$ cat src/rtl/filter_ctrl_5x5.sv
// filter_ctrl_5x5
// Timing and control generator for the 5x5 line-buffer data-align stage.
// Tracks the input column and line position, drives the line-memory
// read/write enables and addresses, and drives the one-hot line-align and
// line-padding selects, so that the 5x5 window is centred on line n-2.
// After the last input line it generates two flush lines of its own, so
// that the bottom two output rows are emitted.
//
// Ports
//   clk, rst            clock, asynchronous active-high reset
//   i_frame_start       one-cycle pulse: samples i_width/i_height, restarts
//   i_width, i_height   active pixels per line / active lines per frame
//   i_input_de          input pixel valid (shared with the align stage)
//   o_mem_de            read-cycle valid for the align stage
//   o_mem_raddr         read address (combinational, current column)
//   o_mem_waddr         write address (registered, previous column)
//   o_mem_*_wen/_ren    Y/U/V line-memory write and read enables
//   o_aln_ln_y          one-hot index of the oldest line memory
//   o_pad_ln_y          one-hot line-padding select
//   o_busy              frame in progress
//   o_frame_done        one-cycle pulse after the second flush line
//
// state  | meaning
// IDLE   | waiting for i_frame_start
// ACTIVE | input lines arriving on i_input_de
// GAP    | FLUSH_GAP idle cycles before each flush line
// FLUSH  | self-generated line of width read cycles
// DONE   | one cycle, pulses o_frame_done
module filter_ctrl_5x5 #(
  parameter int DATA_WIDTH     = 8,
  parameter int MEM_Y_WIDTH    = 4,
  parameter int MEM_U_WIDTH    = 2,
  parameter int MEM_V_WIDTH    = 2,
  parameter int MEM_ADDR_WIDTH = 11,
  parameter int FLUSH_GAP      = 8
) (
  input  logic                      clk,
  input  logic                      rst,
  input  logic                      i_frame_start,
  input  logic [MEM_ADDR_WIDTH-1:0] i_width,
  input  logic [10:0]               i_height,
  input  logic                      i_input_de,
  output logic                      o_mem_de,
  output logic [MEM_ADDR_WIDTH-1:0] o_mem_waddr,
  output logic [MEM_ADDR_WIDTH-1:0] o_mem_raddr,
  output logic [MEM_Y_WIDTH-1:0]    o_mem_y_wen,
  output logic                      o_mem_y_ren,
  output logic [MEM_U_WIDTH-1:0]    o_mem_u_wen,
  output logic [MEM_U_WIDTH-1:0]    o_mem_u_ren,
  output logic [MEM_V_WIDTH-1:0]    o_mem_v_wen,
  output logic [MEM_V_WIDTH-1:0]    o_mem_v_ren,
  output logic [3:0]                o_aln_ln_y,
  output logic [3:0]                o_pad_ln_y,
  output logic                      o_busy,
  output logic                      o_frame_done
);

  localparam int CW = MEM_ADDR_WIDTH;
  localparam int NW = 12;  // line index runs up to height+2
  localparam int GW = $clog2(FLUSH_GAP);

  generate
    if (FLUSH_GAP < 4) begin : g_gap_chk
      $error("FLUSH_GAP must be at least 4");
    end
    if (DATA_WIDTH < 1) begin : g_dw_chk
      $error("DATA_WIDTH must be at least 1");
    end
  endgenerate

  typedef enum logic [2:0] {
    S_IDLE   = 3'd0,
    S_ACTIVE = 3'd1,
    S_GAP    = 3'd2,
    S_FLUSH  = 3'd3,
    S_DONE   = 3'd4
  } state_t;

  state_t               state, state_nxt;
  logic [CW-1:0]        width_q;
  logic [10:0]          height_q;
  logic [CW-1:0]        col;
  logic [NW-1:0]        n;
  logic [GW-1:0]        gap_cnt;
  logic                 flush_one;  // first flush line already emitted
  logic                 de_d;
  logic [MEM_Y_WIDTH-1:0] y_wen_q;
  logic [MEM_U_WIDTH-1:0] u_wen_q;
  logic [MEM_V_WIDTH-1:0] v_wen_q;
  logic [CW-1:0]        waddr_q;

  logic          de_fall;
  logic          last_line;
  logic          pix_acc;
  logic          flush_eol;
  logic [NW-1:0] h_m1, h_m2, r_ctr;

  assign h_m1      = {1'b0, height_q} - NW'(1);
  assign h_m2      = {1'b0, height_q} - NW'(2);
  assign r_ctr     = n - NW'(2);
  assign de_fall   = (state == S_ACTIVE) && de_d && !i_input_de;
  assign last_line = (n == h_m1);
  assign pix_acc   = (state == S_ACTIVE) && i_input_de && (col != width_q);
  assign flush_eol = (state == S_FLUSH) &&
                     (({1'b0, col} + 1'b1) >= {1'b0, width_q});

  always_ff @(posedge clk or posedge rst) begin
    if (rst) state <= S_IDLE;
    else     state <= state_nxt;
  end

  always_comb begin
    state_nxt = state;
    if (i_frame_start) begin
      state_nxt = S_ACTIVE;
    end else begin
      case (state)
        S_IDLE:   state_nxt = S_IDLE;
        S_ACTIVE: if (de_fall && last_line) state_nxt = S_GAP;
        S_GAP:    if (gap_cnt == '0) state_nxt = S_FLUSH;
        S_FLUSH:  if (flush_eol) state_nxt = flush_one ? S_DONE : S_GAP;
        S_DONE:   state_nxt = S_IDLE;
        default:  state_nxt = S_IDLE;
      endcase
    end
  end

  always_ff @(posedge clk or posedge rst) begin
    if (rst) begin
      width_q   <= '0;
      height_q  <= '0;
      col       <= '0;
      n         <= '0;
      gap_cnt   <= '0;
      flush_one <= 1'b0;
      de_d      <= 1'b0;
      y_wen_q   <= '0;
      u_wen_q   <= '0;
      v_wen_q   <= '0;
      waddr_q   <= '0;
    end else if (i_frame_start) begin
      width_q   <= i_width;
      height_q  <= i_height;
      col       <= '0;
      n         <= '0;
      gap_cnt   <= '0;
      flush_one <= 1'b0;
      de_d      <= 1'b0;
      y_wen_q   <= '0;
      u_wen_q   <= '0;
      v_wen_q   <= '0;
    end else begin
      de_d    <= (state == S_ACTIVE) && i_input_de;
      y_wen_q <= '0;
      u_wen_q <= '0;
      v_wen_q <= '0;
      case (state)
        S_ACTIVE: begin
          // Write strobes lag the accepted pixel by one cycle.
          if (pix_acc) begin
            col     <= col + 1'b1;
            waddr_q <= col;
            y_wen_q <= MEM_Y_WIDTH'(1) << n[1:0];
            u_wen_q <= n[0] ? '0 : (MEM_U_WIDTH'(1) << n[1]);
            v_wen_q <= n[0] ? '0 : (MEM_V_WIDTH'(1) << n[1]);
          end
          if (de_fall) begin
            col <= '0;
            n   <= n + 1'b1;
            if (last_line) gap_cnt <= GW'(FLUSH_GAP - 1);
          end
        end
        S_GAP: begin
          if (gap_cnt != '0) gap_cnt <= gap_cnt - 1'b1;
        end
        S_FLUSH: begin
          if (flush_eol) begin
            col       <= '0;
            n         <= n + 1'b1;
            flush_one <= 1'b1;
            gap_cnt   <= GW'(FLUSH_GAP - 1);
          end else begin
            col <= col + 1'b1;
          end
        end
        default: ;
      endcase
    end
  end

  always_comb begin
    o_busy       = (state != S_IDLE);
    o_frame_done = (state == S_DONE);
    o_mem_de     = ((state == S_ACTIVE) && i_input_de && (n >= NW'(2))) ||
                   (state == S_FLUSH);
    o_mem_raddr  = col;
    o_mem_y_ren  = o_mem_de;
    o_mem_u_ren  = {MEM_U_WIDTH{o_mem_de}};
    o_mem_v_ren  = {MEM_V_WIDTH{o_mem_de}};
    o_mem_waddr  = waddr_q;
    o_mem_y_wen  = y_wen_q;
    o_mem_u_wen  = u_wen_q;
    o_mem_v_wen  = v_wen_q;
    o_aln_ln_y   = '0;
    o_pad_ln_y   = '0;
    if (o_busy) begin
      o_aln_ln_y = 4'b0001 << n[1:0];
      // Top-edge bits take precedence over bottom-edge bits.
      if (n >= NW'(2)) begin
        if (r_ctr == NW'(0))      o_pad_ln_y = 4'b0001;
        else if (r_ctr == NW'(1)) o_pad_ln_y = 4'b0010;
        else if (r_ctr == h_m1)   o_pad_ln_y = 4'b0100;
        else if (r_ctr == h_m2)   o_pad_ln_y = 4'b1000;
      end
    end
  end

endmodule

$ cat config.mk
export PLATFORM = sky130hd
export DESIGN_NAME = filter_ctrl_5x5
export DESIGN_NICKNAME = d
export VERILOG_FILES = /design/src/rtl/filter_ctrl_5x5.sv
export SDC_FILE = /design/constraint.sdc
export NUM_CORES = 1
export LEC_CHECK = 0
export ABC_AREA = 0
export BUFFER_PORTS_ARGS = -buffer_cell sky130_fd_sc_hd__buf_2
export CAP_MARGIN = 20
export CORE_AREA = 3 3 101 103
export CTS_CLUSTER_SIZE = 16
export DETAILED_ROUTE_END_ITERATION = 10
export DIE_AREA = 0 0 104 106
export PLACE_DENSITY = 0.81
export REMOVE_ABC_BUFFERS = 1
export SETUP_SLACK_MARGIN = 0.4
export SLEW_MARGIN = 20
export SYNTH_ARGS = -nofsm -noshare
export SYNTH_HDL_FRONTEND = slang
export SYNTH_SLANG_ARGS = --single-unit
$ cat constraint.sdc
create_clock -name clk -period 3.42 [get_ports clk]
set_clock_uncertainty 0.2 [all_clocks]
set_input_delay 0.342 -clock clk [delete_from_list [all_inputs] [get_ports clk]]
set_output_delay 0.342 -clock clk [all_outputs]
set_load 0.1 [all_outputs]
==> results.sh, run 1 <==
export IMPL_status="finished with violations"
export IMPL_violations="hold timing, setup timing"
export IMPL_dp_cells=735
export IMPL_grt_antenna_before_repair=1
export IMPL_drive_gt1_share_pct=41.9
export IMPL_crit_arrival_ns=3.72
export IMPL_fmax_mhz=272
export IMPL_drt_iter0_markers=610
export IMPL_wire_per_inst_um=21.2
export IMPL_vias=4977
export IMPL_relSlewSlack_pct=44.2
export IMPL_die_y_um=106
export IMPL_ios=72
export IMPL_grt_remaining_overflow=0
export IMPL_hold_viol_final=1
export IMPL_ys_seq_elements=68
export IMPL_yosysWarnings=0
export IMPL_cp_start_kind="flop"
export IMPL_synth_cell_type_count=61
export IMPL_grt_use_total_pct=26.6
export IMPL_ys_dominant_reg_cell="dfrtp_1"
export IMPL_clock_sinks=68
export IMPL_grt_start_max_net_pins=69
export IMPL_dr_pass1_iters=5
export IMPL_globalplace_congestion=0.946
export IMPL_start_util_pct=52.0
export IMPL_min_path_type="input pin to flop"
export IMPL_critPathRequiredTime_ns=3.47
export IMPL_die_x_um=104
export IMPL_fillers=600
export IMPL_area_growth_pct=40.5
export IMPL_synth_avg_cell_area_um2=9.01
export IMPL_viasPerCell=6.25
export IMPL_p_leak_nw=3.15
export IMPL_whs_ns=-0.000190
export IMPL_maxCapViolCount=0
export IMPL_tightest_slew_ns=0.829
export IMPL_cts_root_buf="clkbuf_8"
export IMPL_period_minus_slack_ns=3.67
export IMPL_cts_inserted_buffers=9
export IMPL_regArea_um2=1710
export IMPL_synth_area_leaders="dfrtp_1, xnor2_1, xor2_1, ha_1, mux2_2"
export IMPL_rsz0062_at_grt="true"
export IMPL_grt_pass1_vias=4709
export IMPL_syn_inst=536
export IMPL_yosysTopAreaCell="dfrtp_1"
export IMPL_dieArea_um2=11000
export IMPL_fin_crit_sh_pct=107
export IMPL_io_buffers=71
export IMPL_cts_max_path_buffers=2
export IMPL_cts_clk_slew_worst_paths_ns=0.09
export IMPL_core_um2=9280
export IMPL_clk_latency_ns=0.36
export IMPL_peakVddDrop_v=0.000195
export IMPL_layout_setup_ws_ns=-0.252
export IMPL_tns_ns=-0.638
export IMPL_wl_um=16800
export IMPL_drc=0
export IMPL_num_rows=35
export IMPL_critPathKind="flop to flop"
export IMPL_fin_cells=796
export IMPL_synth_top_area_share_pct=35.2
export IMPL_placed_area_um2=5510
export IMPL_htree_levels=3
export IMPL_cts_tree="done"
export IMPL_grt_pass1_wl_um=23800
export IMPL_fin_area_um2=6780
export IMPL_multi_input_area_um2=3410
export IMPL_ys_seq_area_share_pct=35.2
export IMPL_synth_area_um2=4830
export IMPL_crit_path_max_fanout=3
export IMPL_place_hpwl_um=9260
export IMPL_crit_path_end_kind="flop"
export IMPL_async_flop_share_pct=100
export IMPL_setup_viol=6
export IMPL_p_per_area_nw_per_um2=316
export IMPL_synth_edf_count=0
export IMPL_ant_nets=0
export IMPL_drv_slew=0
export IMPL_final_nets=709
## routing by layer
metal / track usage, % / vias to the layer above / wire length [µm]
li1: - / 2120 / -
met1: 35.4 / 2367 / 6450
met2: 43.9 / 371 / 7770
met3: 3.95 / 119 / 1540
met4: 10.4 / 0 / 1090
met5: 0 / - / 0
## placed cells by master, fill, tap and decap left out, drive strengths merged, types with 3 or more instances in the layout
cell,Yosys,final
nand2b,5,5
nand4b,3,3
a211o,3,3
or4,5,5
and4,3,3
xor2,33,33
dlygate4sd3,0,10
dfrtp,68,68
ha,22,22
mux2,22,22
o31ai,4,4
xnor2,37,37
clkinv,0,4
a31oi,6,6
clkbuf,21,9
nor2,34,34
nand3,17,17
nand4,9,9
nand2,44,44
o21ai,30,30
o211ai,3,3
a21oi,20,20
nor3b,4,4
a22o,8,8
nor3,16,16
nor2b,6,6
and2,7,7
buf,21,146
nor4b,5,5
inv,29,31
or3,3,3
and3,14,14
nor4,6,6
a2111oi,3,3
## critical path, stage by stage, from the launching register on
cell       delay [ns]
dfrtp_1          0.38
and3_4           0.20
and4_4           0.26
nand4_1          0.15
xnor2_2          0.26
ha_4             0.25
a21oi_2          0.12
nor2b_1          0.06
a311o_1          0.37
a221o_1          0.45
buf_6            0.16
o2111ai_4        0.23
o21ai_1          0.12
a21oi_1          0.33
## state kept, by name, indices dropped and copies added, names as in the netlist
| register | count |
|---|---|
| de_d | 1 |
| gap_cnt | 3 |
| flush_one | 1 |
| o_mem_waddr | 11 |
| height_q | 11 |
| n | 12 |
| o_mem_v_wen | 1 |
| state | 3 |
| o_mem_y_wen | 3 |
| width_q | 11 |
| o_mem_raddr | 11 |
## cell families (layout without fill, tap and decap cells)
kind of cell	count (synthesis)	after routing	share of synthesized area [%]
AND/OR/NAND/NOR	184	184	20.5
other	0	1	0
flip-flops	68	68	35.2
buffers and inverters	71	201	6.79
AO/OA/AOI/OAI	97	97	13.2
adder cells (fa/ha/maj)	22	22	5.70
multiplexers	24	24	5.55
XOR/XNOR	70	70	13.0
## area by class of cell
| type | count | area share, % |
|---|---|---|
| Multi-Input combinational cell | 397 | 50.2 |
| Clock buffer | 9 | 1.83 |
| Tap cell | 129 | 2.38 |
| Sequential cell | 68 | 25.2 |
| Clock inverter | 7 | 1.11 |
| Inverter | 29 | 1.64 |
| Timing Repair Buffer | 156 | 17.6 |
| Antenna cell | 1 | 0.0369 |
## power breakdown
group | switching, mW | internal [mW] | total [mW]
Clock | 0.367 | 0.342 | 0.709
Combinational | 0.336 | 0.214 | 0.550
Sequential | 0.0468 | 0.839 | 0.886
Total | 0.750 | 1.39 | 2.14
## Yosys cell counts, drive strengths merged (2+ instances only)
| cell type | number |
|---|---|
| dfrtp | 68 |
| nand2 | 44 |
| xnor2 | 37 |
| nor2 | 34 |
| xor2 | 33 |
| o21ai | 30 |
| inv | 29 |
| ha | 22 |
| mux2 | 22 |
| buf | 21 |
| clkbuf | 21 |
| a21oi | 20 |
| nand3 | 17 |
| nor3 | 16 |
| and3 | 14 |
| nand4 | 9 |
| a22o | 8 |
| and2 | 7 |
| a31oi | 6 |
| nor2b | 6 |
| nor4 | 6 |
| nand2b | 5 |
| nor4b | 5 |
| or4 | 5 |
| nor3b | 4 |
| o31ai | 4 |
| a2111oi | 3 |
| a211o | 3 |
| and4 | 3 |
| nand4b | 3 |
| o211ai | 3 |
| or3 | 3 |
| a211oi | 2 |
| a21o | 2 |
| a221oi | 2 |
| mux2i | 2 |
| nor4bb | 2 |
| o2111ai | 2 |
| o21a | 2 |
| o21bai | 2 |
## worst paths after layout
check | cells after the start | end | slack (ns) | startpoint
max in group asynchronous | 4 | height_q[3]$_DFFE_PP0P_ | 2.30 | rst
min in group asynchronous | 4 | width_q[1]$_DFFE_PP0P_ | 0.39 | rst
hold reg to reg | 1 | o_mem_waddr[3]$_DFFE_PP0P_ | 0.31 | o_mem_waddr[3]$_DFFE_PP0P_
setup / recovery | 13 | n[10]$_DFFE_PP0P_ | -0.25 | o_mem_raddr[4]$_DFFE_PP0P_
hold / removal | 3 | width_q[8]$_DFFE_PP0P_ | -0.0002 | i_width[8]
setup reg to reg | 13 | n[10]$_DFFE_PP0P_ | -0.25 | o_mem_raddr[4]$_DFFE_PP0P_
## stage by stage
| step | total power [mW] | setup slack (ns) | util [%] |
|---|---|---|---|
| CTS | 2.09 | 0.0122 | 68.9 |
| global route | 2.22 | -0.308 | 73.1 |
| finish | 2.14 | -0.252 | 73.1 |
| detailed placement | 1.32 | 0.0111 | 59.3 |
| floorplan | 1.19 | -6.66 | - |
| global placement | 1.31 | 0.0281 | 59.3 |
## repair_timing
action                                  4_1_cts  5_1_grt
hold endpoints to repair                     77        0
pin swaps                                    33       34
buffers inserted                             24        9
hold buffers                                 10        0
resized for setup                            87       63
endpoints found under the setup margin       39       40
cloned                                        1        0
Power figures use the tool's default switching activity.
==> run 2: changes to the inputs <==
- CORE_AREA: 3 3 101 103 -> 3 3 96 108
- CTS_CLUSTER_SIZE: 16 -> 24
- DIE_AREA: 0 0 104 106 -> 0 0 99 111
- GPL_ROUTABILITY_DRIVEN: not set -> 0
==> run 2 against run 1 <==
Compared with the run above:
- the run ends with setup timing left
- count of clock-buffer cells in the layout did not move
- sequential power barely moved
- clock power rose by 19%
- routed wire length fell by 0.84%
- combinational power fell by 3%
- power rose by 5.7%
- die area fell by 0.32%
- via count fell by 1.6%
- global-route usage fell by 0.54 points
- critical path type unchanged
- critical endpoint is now n[1]$_DFFE_PP0P_
==> results.sh, run 2 (synthesized netlist as in run 1, its figures left out) <==
export IMPL_min_path_type="input pin to flop"
export IMPL_violations="setup timing"
export IMPL_fin_cells=774
export IMPL_grt_pass1_wl_um=23200
export IMPL_grt_pass1_vias=4838
export IMPL_r2r_end="n[1]$_DFFE_PP0P_"
export IMPL_post_route_util_pct=72.8
export IMPL_slowest_stage="a221o_1"
export IMPL_grt_start_max_net_pins=69
export IMPL_whs_ns=0.0118
export IMPL_drc=0
export IMPL_wire_per_inst_um=21.6
export IMPL_vias=4898
export IMPL_crit_path_max_fanout=6
export IMPL_hold_viol_final=0
export IMPL_cts_root_buf="clkbuf_8"
export IMPL_dr_pass1_iters=5
export IMPL_dp_slack_ns=-0.00227
export IMPL_diodes=0
export IMPL_grt_use_total_pct=26.1
export IMPL_place_hpwl_um=9270
export IMPL_drive_gt1_share_pct=41.9
export IMPL_crit_family="compound AO/OA/AOI/OAI gates"
export IMPL_path_buf_inv=2
export IMPL_critical_path_cell_chain="and3_4 -> buf_4 -> and4_1 -> xor2_1 -> ha_1 -> nor2b_1 -> a311o_1 -> a221o_1 -> o21ai_2 -> buf_6 -> mux2i_1 -> nor2_1"
export IMPL_relSlewSlack_pct=40.8
export IMPL_crit_path_end_kind="flop"
export IMPL_dieArea_um2=11000
export IMPL_cts_clk_slew_worst_paths_ns=0.09
export IMPL_tns_ns=-0.192
export IMPL_cts_tree="done"
export IMPL_die_y_um=111
export IMPL_grt_remaining_overflow=0
export IMPL_fin_crit_sh_pct=104
export IMPL_ant_nets=0
export IMPL_ios=72
export IMPL_cts_inserted_buffers=9
export IMPL_maxCapViolCount=0
export IMPL_fmax_mhz=282
export IMPL_area_growth_pct=40.2
export IMPL_final_cell_mix="dfrtp_1, buf_2, buf_4"
export IMPL_cpPeakStageDelay_ns=0.44
export IMPL_power_mw=2.27
export IMPL_hold_start="i_height[8]"
export IMPL_tightest_slew_ns=0.880
export IMPL_largest_register="n"
export IMPL_layout_setup_ws_ns=-0.122
export IMPL_core_um2=9310
export IMPL_setup_viol=2
export IMPL_die_x_um=99
export IMPL_period_minus_slack_ns=3.54
export IMPL_wl_um=16700
export IMPL_rsz0062_at_grt="true"
export IMPL_p_per_area_nw_per_um2=335
export IMPL_holdPathStages=2
export IMPL_placed_area_um2=5430
export IMPL_drv_slew=0
export IMPL_worst_r2r_path_depth=12
export IMPL_worstReg2RegStart="o_mem_raddr[3]$_DFFE_PP0P_"
export IMPL_fin_area_um2=6770
export IMPL_hold_path_endpoint="height_q[8]$_DFFE_PP0P_"
export IMPL_io_buffers=71
export IMPL_largest_register_ffs=12
export IMPL_start_util_pct=51.9
export IMPL_clk_latency_ns=0.35
export IMPL_clock_sinks=68
export IMPL_cts_max_path_buffers=2
export IMPL_dp_cells=715
export IMPL_htree_levels=3
export IMPL_viasPerCell=6.33
export IMPL_cp_start_kind="flop"
export IMPL_peakVddDrop_v=0.000245
export IMPL_drt_iter0_markers=354
export IMPL_critPathKind="flop to flop"
export IMPL_num_rows=37
export IMPL_crit_arrival_ns=3.53
export IMPL_p_leak_nw=3.14
export IMPL_rrSetupSlack_ns=-0.12
export IMPL_critPathRequiredTime_ns=3.41
export IMPL_status="finished with violations"
export IMPL_final_nets=700
export IMPL_grt_antenna_before_repair=0
run 2: worst max-delay path by stage:
| stage | startpoint | cells past startpoint | slack (ns) | endpoint |
|---|---|---|---|---|
| after floorplan | n[3]$_DFFE_PP0P_ | 5 | -6.66 | o_mem_de |
| after global placement | o_mem_raddr[4]$_DFFE_PP0P_ | 12 | 0.14 | gap_cnt[0]$_DFFE_PP0P_ |
| after detailed placement | o_mem_raddr[4]$_DFFE_PP0P_ | 13 | -0.002 | n[1]$_DFFE_PP0P_ |
| after CTS | n[4]$_DFFE_PP0P_ | 9 | 0.07 | o_pad_ln_y[3] |
| after global routing | o_mem_raddr[2]$_DFFE_PP0P_ | 12 | -0.20 | n[1]$_DFFE_PP0P_ |
| final | o_mem_raddr[3]$_DFFE_PP0P_ | 12 | -0.12 | n[1]$_DFFE_PP0P_ |
run 2: what timing repair did:
item                       in CTS  in global routing
setup buffers                  23                 10
setup endpoints to repair      40                 40
hold buffers                    9                  0
cloned                          1                  0
hold endpoints to repair       76                  0
gates resized for setup        82                 74
pin swaps                      39                 29
run 2: area by class of cell:
| class | count | area, µm² |
|---|---|---|
| fill | 571 | 2530 |
| timing repair buffer | 147 | 1150 |
| inverter | 29 | 111 |
| multi-input combinational | 397 | 3400 |
| clock buffer | 9 | 124 |
| sequential | 68 | 1710 |
| tap | 117 | 146 |
| clock inverter | 7 | 121 |
run 2: metal layers:
| metal | wire [µm] | vias up | track usage, % |
|---|---|---|---|
| li1 | - | 2109 | - |
| met1 | 5800 | 2335 | 29.2 |
| met2 | 8390 | 331 | 45.5 |
| met3 | 1230 | 123 | 3.96 |
| met4 | 1280 | 0 | 16.4 |
| met5 | 0 | - | 0 |
run 2: worst register-to-register path, stage by stage (launching register included):
cell and delay, ns:
dfrtp_1 0.39, and3_4 0.18, buf_4 0.14, and4_1 0.20
xor2_1 0.27, ha_1 0.33, nor2b_1 0.17, a311o_1 0.34
a221o_1 0.44, o21ai_2 0.24, buf_6 0.16, mux2i_1 0.22
nor2_1 0.09
run 2: report_power, final:
group          internal, mW  leakage, nW  switching, mW
registers             0.839        0.880         0.0488
logic                 0.204         2.13          0.328
clock network         0.490        0.124          0.357
==> run 3: changes to the inputs <==
- ABC_CLOCK_PERIOD_IN_PS: not set -> 3420
- SETUP_SLACK_MARGIN: 0.4 -> not set
==> run 3 against run 2 <==
Compared with the run above:
- the flow still finishes with violations (setup timing)
- flip-flop and latch count did not move
- maximum frequency rose by 2.0%
- design area down 9.8%
- via count fell by 7.7%
- critical endpoint is now o_pad_ln_y[3]
==> results.sh, run 3 (synthesized netlist as in run 1, its figures left out) <==
export IMPL_core_um2=9310
export IMPL_peakVddDrop_v=0.000250
export IMPL_drc=0
export IMPL_wl_um=13900
export IMPL_die_y_um=111
export IMPL_largest_register_ffs=12
export IMPL_crit_family="simple AND/OR/NAND/NOR gates"
export IMPL_grt_pass1_vias=4607
export IMPL_hold_viol_final=0
export IMPL_drt_iter0_markers=377
export IMPL_wire_per_inst_um=18.5
export IMPL_regArea_um2=1710
export IMPL_final_nets=679
export IMPL_critPathKind="flop to primary output"
export IMPL_worst_r2r_path_depth=6
export IMPL_setup_viol=2
export IMPL_cp_start_kind="flop"
export IMPL_clk_latency_ns=0.35
export IMPL_cpMostUsedCell="buf_4"
export IMPL_ios=72
export IMPL_htree_levels=3
export IMPL_area_growth_pct=26.5
export IMPL_status="finished with violations"
export IMPL_cts_clk_slew_worst_paths_ns=0.09
export IMPL_cts_root_buf="clkbuf_8"
export IMPL_grt_start_max_net_pins=69
export IMPL_violations="setup timing"
export IMPL_cts_max_path_buffers=2
export IMPL_slowest_stage="dfrtp_1"
export IMPL_cts_inserted_buffers=9
export IMPL_hold_path_endpoint="width_q[9]$_DFFE_PP0P_"
export IMPL_largest_register="n"
export IMPL_fmax_mhz=288
export IMPL_crit_path_max_fanout=6
export IMPL_p_leak_nw=2.93
export IMPL_viasPerCell=6.01
export IMPL_dieArea_um2=11000
export IMPL_relSlewSlack_pct=55.2
export IMPL_final_common_cell="buf_2"
export IMPL_grt_pass1_wl_um=21700
export IMPL_place_hpwl_um=9270
export IMPL_vias=4522
export IMPL_num_rows=37
export IMPL_diodes=0
export IMPL_dp_slack_ns=-0.00227
export IMPL_fin_crit_sh_pct=102
export IMPL_critPathRequiredTime_ns=2.88
export IMPL_p_per_area_nw_per_um2=360
export IMPL_io_buffers=71
export IMPL_period_minus_slack_ns=3.47
export IMPL_final_cell_mix="buf_2, dfrtp_1, nand2_1"
export IMPL_cts_tree="done"
export IMPL_tns_ns=-0.107
export IMPL_multi_input_area_um2=3030
export IMPL_crit_path_end_kind="primary output"
export IMPL_dr_pass1_iters=7
export IMPL_fillers=699
export IMPL_hold_start="i_width[9]"
export IMPL_worstReg2RegStart="height_q[5]$_DFFE_PP0P_"
export IMPL_r2r_end="gap_cnt[1]$_DFFE_PP0P_"
export IMPL_maxCapViolCount=0
export IMPL_grt_remaining_overflow=0
export IMPL_start_util_pct=51.9
export IMPL_drv_slew=0
export IMPL_grt_use_total_pct=24.0
export IMPL_clock_sinks=68
export IMPL_rrSetupSlack_ns=0.07
export IMPL_path_buf_inv=3
export IMPL_cpPeakStageDelay_ns=0.42
export IMPL_critical_path_cell_chain="buf_4 -> nor4_4 -> nand2b_1 -> xnor2_2 -> xnor2_1 -> nor4b_2 -> o211ai_1 -> nor4bb_2 -> buf_4 -> buf_12"
export IMPL_grt_antenna_before_repair=0
export IMPL_die_x_um=99
export IMPL_crit_arrival_ns=2.93
export IMPL_drive_gt1_share_pct=32.1
export IMPL_tightest_slew_ns=0.671
export IMPL_min_path_type="input pin to flop"
export IMPL_rsz0062_at_grt="true"
export IMPL_holdPathStages=3
export IMPL_ant_nets=0
export IMPL_layout_setup_ws_ns=-0.0539
[run 3: worst max-delay path by stage]
stage	from	to	cells after the start
after floorplan	n[3]$_DFFE_PP0P_	o_mem_de	5
after global placement	o_mem_raddr[4]$_DFFE_PP0P_	gap_cnt[0]$_DFFE_PP0P_	12
after detailed placement	o_mem_raddr[4]$_DFFE_PP0P_	n[1]$_DFFE_PP0P_	13
after CTS	height_q[1]$_DFFE_PP0P_	o_pad_ln_y[3]	11
after global routing	height_q[5]$_DFFE_PP0P_	o_pad_ln_y[3]	9
final	n[1]$_DFFE_PP0P_	o_pad_ln_y[3]	10
[run 3: routing by layer]
metal / vias up / global-route usage [%] / wire, µm
li1: 2061 / - / -
met1: 2207 / 27.5 / 5370
met2: 203 / 43.0 / 7200
met3: 51 / 3.40 / 720
met4: 0 / 12.2 / 654
met5: - / 0 / 0
[run 3: through the flow]
step | hold slack, ns | std cells | util [%] | total power, mW | instance area (µm²)
2_1_floorplan | 0.205 | 494 | - | 1.19 | 4610
3_3_place_gp | 0.247 | 715 | 58.4 | 1.30 | 5430
3_5_place_dp | 0.252 | 715 | 58.4 | 1.31 | 5430
4_1_cts | 0.000155 | 750 | 63.7 | 2.17 | 5930
5_1_grt | 0.0132 | 753 | 65.6 | 2.28 | 6110
6_report | 0.00762 | 753 | 65.6 | 2.20 | 6110
[run 3: repair_timing]
item,CTS,global route
gates cloned,0,1
pin swaps,6,13
endpoints found under the hold margin,76,0
hold buffers,9,0
setup endpoints to repair,7,18
buffers inserted,10,2
gates resized for setup,19,33
[run 3: worst reg2reg max path, delay by kind of cell, from the launching register on]
kind	cells	cell delay (ns)
XOR/XNOR	2	0.74
flip-flops	1	0.54
AO/OA/AOI/OAI	1	0.30
multiplexers	1	0.35
AND/OR/NAND/NOR	2	1.09
[run 3: cell type report]
| class | count | area share, % |
|---|---|---|
| Multi-Input combinational cell | 397 | 49.7 |
| Sequential cell | 68 | 27.9 |
| Timing Repair Buffer | 126 | 14.2 |
| Tap cell | 117 | 2.40 |
| Clock buffer | 9 | 2.03 |
| Clock inverter | 7 | 1.99 |
| Inverter | 29 | 1.82 |
[run 3: report_power, final]
group	leakage [nW]	internal [mW]	switching [mW]	total (mW)
clock network	0.124	0.490	0.347	0.837
logic	1.92	0.177	0.299	0.476
registers	0.884	0.839	0.0482	0.887
